**src/rtl/m_store_buffer.sv**
```systemverilog
// M-stage store buffer: encodes sw/sh/sb into word address, replicated data and
// byte enables, queues legal stores and drains them to the data bus over req/ack.
module m_store_buffer #(
    parameter int DEPTH = 2
) (
    input  logic        clk,
    input  logic        reset,
    input  logic        st_valid,
    input  logic [2:0]  st_type,
    input  logic [31:0] st_addr,
    input  logic [31:0] st_wdata,
    output logic        st_stall,
    output logic        st_exc,
    input  logic        ld_valid,
    input  logic [31:0] ld_addr,
    output logic        ld_hazard,
    output logic        m_req,
    input  logic        m_ack,
    output logic [31:0] m_addr,
    output logic [31:0] m_wdata,
    output logic [3:0]  m_byteen,
    output logic        drained
);

    localparam int PW = $clog2(DEPTH);
    localparam int CW = $clog2(DEPTH + 1);

    localparam logic [2:0] TYPE_SW = 3'd1;
    localparam logic [2:0] TYPE_SH = 3'd2;
    localparam logic [2:0] TYPE_SB = 3'd3;

    logic [CW-1:0] count_q, count_d;
    logic [PW-1:0] wr_ptr_q, wr_ptr_d;
    logic [PW-1:0] rd_ptr_q, rd_ptr_d;
    logic [DEPTH-1:0] valid_q, valid_d;

    logic [29:0] addr_q   [DEPTH];
    logic [29:0] addr_d   [DEPTH];
    logic [31:0] wdata_q  [DEPTH];
    logic [31:0] wdata_d  [DEPTH];
    logic [3:0]  byteen_q [DEPTH];
    logic [3:0]  byteen_d [DEPTH];

    logic        enc_legal;
    logic        enc_misaligned;
    logic [31:0] enc_wdata;
    logic [3:0]  enc_byteen;

    logic full;
    logic empty;
    logic push;
    logic pop;

    // The two low load-address bits never matter: hazards are tracked per word.
    logic [1:0] unused_ld_bits;
    assign unused_ld_bits = ld_addr[1:0];

    always_comb begin
        enc_legal      = 1'b0;
        enc_misaligned = 1'b0;
        enc_wdata      = '0;
        enc_byteen     = '0;
        case (st_type)
            TYPE_SW: begin
                enc_legal      = (st_addr[1:0] == 2'b00);
                enc_misaligned = ~enc_legal;
                enc_wdata      = st_wdata;
                enc_byteen     = 4'b1111;
            end
            TYPE_SH: begin
                enc_legal      = ~st_addr[0];
                enc_misaligned = st_addr[0];
                enc_wdata      = {2{st_wdata[15:0]}};
                enc_byteen     = st_addr[1] ? 4'b1100 : 4'b0011;
            end
            TYPE_SB: begin
                enc_legal      = 1'b1;
                enc_wdata      = {4{st_wdata[7:0]}};
                enc_byteen     = 4'b0001 << st_addr[1:0];
            end
            default: begin
                enc_legal      = 1'b0;
                enc_misaligned = 1'b0;
            end
        endcase
    end

    assign full  = (count_q == CW'(DEPTH));
    assign empty = (count_q == '0);

    // Stall looks only at the registered count; a same-cycle pop does not make room.
    assign st_exc   = st_valid & enc_misaligned;
    assign st_stall = st_valid & enc_legal & full;
    assign push     = st_valid & enc_legal & ~full;
    assign pop      = m_ack & ~empty;

    always_comb begin
        count_d  = count_q;
        wr_ptr_d = wr_ptr_q;
        rd_ptr_d = rd_ptr_q;
        valid_d  = valid_q;
        addr_d   = addr_q;
        wdata_d  = wdata_q;
        byteen_d = byteen_q;

        if (pop) begin
            valid_d[rd_ptr_q] = 1'b0;
            rd_ptr_d          = rd_ptr_q + 1'b1;
        end

        if (push) begin
            valid_d[wr_ptr_q]  = 1'b1;
            addr_d[wr_ptr_q]   = st_addr[31:2];
            wdata_d[wr_ptr_q]  = enc_wdata;
            byteen_d[wr_ptr_q] = enc_byteen;
            wr_ptr_d           = wr_ptr_q + 1'b1;
        end

        case ({push, pop})
            2'b10:   count_d = count_q + 1'b1;
            2'b01:   count_d = count_q - 1'b1;
            default: count_d = count_q;
        endcase
    end

    always_ff @(posedge clk) begin
        if (!reset) begin
            count_q  <= '0;
            wr_ptr_q <= '0;
            rd_ptr_q <= '0;
            valid_q  <= '0;
        end else begin
            count_q  <= count_d;
            wr_ptr_q <= wr_ptr_d;
            rd_ptr_q <= rd_ptr_d;
            valid_q  <= valid_d;
        end
    end

    // Payload storage needs no reset: it is only observed through valid entries.
    always_ff @(posedge clk) begin
        addr_q   <= addr_d;
        wdata_q  <= wdata_d;
        byteen_q <= byteen_d;
    end

    always_comb begin
        ld_hazard = 1'b0;
        for (int i = 0; i < DEPTH; i++) begin
            if (valid_q[i] && (addr_q[i] == ld_addr[31:2])) begin
                ld_hazard = 1'b1;
            end
        end
        ld_hazard = ld_hazard & ld_valid;
    end

    always_comb begin
        m_req    = ~empty;
        m_addr   = '0;
        m_wdata  = '0;
        m_byteen = '0;
        if (!empty) begin
            m_addr   = {addr_q[rd_ptr_q], 2'b00};
            m_wdata  = wdata_q[rd_ptr_q];
            m_byteen = byteen_q[rd_ptr_q];
        end
    end

    assign drained = empty;

endmodule

```
**config.mk**
```make
export PLATFORM = sky130hd
export DESIGN_NAME = m_store_buffer
export DESIGN_NICKNAME = d
export VERILOG_FILES = /design/src/rtl/m_store_buffer.sv
export SDC_FILE = /design/constraint.sdc
export NUM_CORES = 1
export LEC_CHECK = 0
export CAP_MARGIN = 20
export CORE_UTILIZATION = 54
export CTS_BUF_LIST = sky130_fd_sc_hd__clkbuf_4
export CTS_CLUSTER_DIAMETER = 100
export DETAILED_ROUTE_END_ITERATION = 8
export GPL_TIMING_DRIVEN = 0
export PLACE_DENSITY = 0.95
export SYNTH_ARGS = -nofsm -noshare
export SYNTH_HDL_FRONTEND = slang
export SYNTH_SLANG_ARGS = --single-unit
```
**constraint.sdc**
```tcl
create_clock -name clk -period 6.05 [get_ports clk]
set_input_delay 1.5125 -clock clk [delete_from_list [all_inputs] [get_ports clk]]
set_output_delay 1.5125 -clock clk [all_outputs]
set_load 0.01 [all_outputs]
```
==> results.toml <==
[status]
outcome = "finished, violations left"
violations = "design-rule violations"

[pwr]
power_density_mw_per_mm2 = 279.3
p_leak_nw = 2.874
irDropWorstVdd_v = 0.0002130

[routing]
first_pass_iters = 9
wire_per_inst_um = 19.52
drt-total-wl_um = 16830
postRouteAntennaNets = 0
drcViolationCount = 15
vias = 4787
viasPerCell = 5.553
first_iter_violations = 297

[logic_synthesis]
ys_seq_elements = 138
yosysUniqueCellTypes = 33
ys.warnings.count = 0
avgSynthCellArea_um2 = 12.71
syn_area_mm2 = 0.006545
yosysSeqAreaShare_pct = 62.40
syn_inst = 515

[clock_network]
clk_latency_ns = 0.54
clock-sinks = 138
holdBufCountCts = 0
tritoncts = "built"
root_buffer = "clkbuf_4"
path_clk_slew_ns = 0.11
numCtsBuffers = 17
htree_levels = 4
post_cts_buffers = 0
cts_resized = 0
max-clock-path-buffers = 2

[worst_setup_path]
required_ns = 4.54
critPathCaptureType = "primary output"
crit_path_start_kind = "input port"
critPathTopFamily = "buffers and inverters"
crit_buf_inv = 2
cp_max_fo = 2
cp.arrival_ns = 3.71
cp_slowest_cell = "clkdlybuf4s50_1"
path_cells = "clkdlybuf4s50_1 -> xnor2_1 -> nand4_1 -> nor4_1 -> nand4_1 -> a21boi_1 -> clkdlybuf4s50_1"
slowest_delay_ns = 0.55
path_class = "in2out"

[timing]
rsz0062_at_grt = "no"
worstMarginPinSlew_ns = 1.075
fin_crit_ns = 5.223
timing.fmax_mhz = 191.5
slew_headroom_pct = 28.32
slew_violations = 0
skew_ns = 0.01509
layout_setup_ws_ns = 0.8269
hold_violations = 0
timing.final.crit_share_pct = 86.33
finalSetupTns_ns = 0
finalSetupViolCount = 0

[die]
core_area_mm2 = 0.01161
die_w_um = 112.1
start_util_pct = 56.36
chipHeight_um = 112.1
num_io_pins = 177
die_area_mm2 = 0.01256
rows = 39

[cells_and_area]
final_nets = 811
fill_cells = 730
antenna_cells = 0
syn2layout_area_growth_pct = 33.99
drive_above_1_share_pct = 7.789

[placement]
hpwl_um = 12110
place_ws_ns = 0.7967
portBuffers = 171
gp_congestion = 0.8640

[hold_path]
min-delay-path-class = "reg2reg"

[global_route]
grt_max_degree = 69
grt_use_total_pct = 27.61
grt-ovfl-total = 0
grt_pass1_vias = 4964
grt_pass1_wl_um = 25830
antenna_found_initial = 0

[flow_run]
max_cap_violations = 0
layer usage:
| layer | share of wire, % | GRT usage (%) |
|---|---|---|
| met1 | 38 | 32.52 |
| met2 | 52 | 50.14 |
| met3 | 8.2 | 6.048 |
| met4 | 2.1 | 9.067 |
| met5 | 0 | 0 |
flip-flops by register name, summed over array words and instances (netlist names):
register / cells
wdata_q: 64
count_q: 2
addr_q: 60
rd_ptr_q: 1
wr_ptr_q: 1
valid_q: 2
byteen_q: 8
cells by family after synthesis:
family,Yosys count,share of synthesized area [%]
other cells,1,0.05730
flops,138,62.40
mux,66,10.09
simple gates,161,12.10
buf+inv,30,2.160
fa+ha+maj,1,0.1911
xor+xnor,63,8.430
compound gates,55,4.569
synth_stat cells (all sizes together):
| master | instances | area (um^2) |
|---|---|---|
| or2 | 2 | 12.51 |
| inv | 4 | 15.02 |
| clkbuf | 9 | 33.78 |
| a22oi | 1 | 7.510 |
| o21a | 4 | 30.03 |
| nor3b | 1 | 18.77 |
| edfxtp | 132 | 3964 |
| and2b | 1 | 10.01 |
| a21boi | 2 | 15.01 |
| nand4 | 12 | 75.07 |
| a21oi | 29 | 148.9 |
| buf | 17 | 92.59 |
| xor2 | 22 | 192.7 |
| nor4 | 8 | 50.05 |
| o21ai | 18 | 90.09 |
| conb | 1 | 3.750 |
| mux2i | 66 | 660.6 |
| dfxtp | 6 | 120.1 |
| nand2 | 12 | 45.04 |
| and2 | 19 | 118.9 |
| ha | 1 | 12.51 |
| nor2b | 20 | 125.1 |
| xnor2 | 41 | 359.1 |
| nor2 | 81 | 306.6 |
| nand2b | 3 | 18.77 |
| or3 | 1 | 6.260 |
| o21bai | 1 | 7.510 |
| nor3 | 1 | 5.000 |
power breakdown:
| part | internal (mW) | leakage (nW) | switching (mW) |
|---|---|---|---|
| logic | 0.344 | 1.44 | 0.342 |
| registers | 1.08 | 1.26 | 0.0128 |
| clock network | 0.329 | 0.176 | 0.344 |
placed cells by master (no fill, tap or decap), types with 17 or more instances in the layout:
cell             Yosys  final
clkbuf_4             0     17
clkdlybuf4s50_1      0    171
nor2_1              80     80
xor2_1              22     22
edfxtp_1           132    132
and2_1              19     18
nor2b_1             20     20
a21oi_1             28     28
xnor2_1             41     41
mux2i_1             66     66
tightest hold or removal path, cell delays in order, from the launching register on:
cell	delay, ns
dfxtp_1	0.35
o21ai_0	0.08
a21boi_1	0.06
per-stage QoR:
| stage | utilization, % | hold slack, ns | power [mW] | instance area, um^2 | cells |
|---|---|---|---|---|---|
| 2_1_floorplan | - | 0.4655 | 1.439 | 6549 | 516 |
| 3_3_place_gp | 72.67 | 0.4752 | 1.780 | 8439 | 830 |
| 3_5_place_dp | 72.69 | 0.5137 | 1.795 | 8442 | 830 |
| 4_1_cts | 75.51 | 0.5320 | 2.457 | 8770 | 862 |
| 5_1_grt | 75.51 | 0.5635 | 2.540 | 8770 | 862 |
| 6_report | 75.51 | 0.5336 | 2.449 | 8770 | 862 |
final timing paths:
path	start	to	slack, ns	depth (start not counted)
max	ld_addr[28]	ld_hazard	0.83	7
min	count_q[1]	count_q[1]	0.53	2
max reg2reg	count_q[0]	wdata_q[60]	3.86	3
min reg2reg	count_q[1]	count_q[1]	0.53	2
layout make-up:
class                   count  area, um^2  share of cell area (%)
plain buffers              26       126.4                   1.441
clock buffers              17       127.6                   1.455
clock inverters            15       200.2                   2.283
inverters                   4       15.01                  0.1712
multi-input cells         348        2326                   26.52
flip-flops and latches    138        4084                   46.57
well taps                 143       178.9                   2.040
repair buffers            171        1712                   19.52
Power figures use the tool's default switching activity.
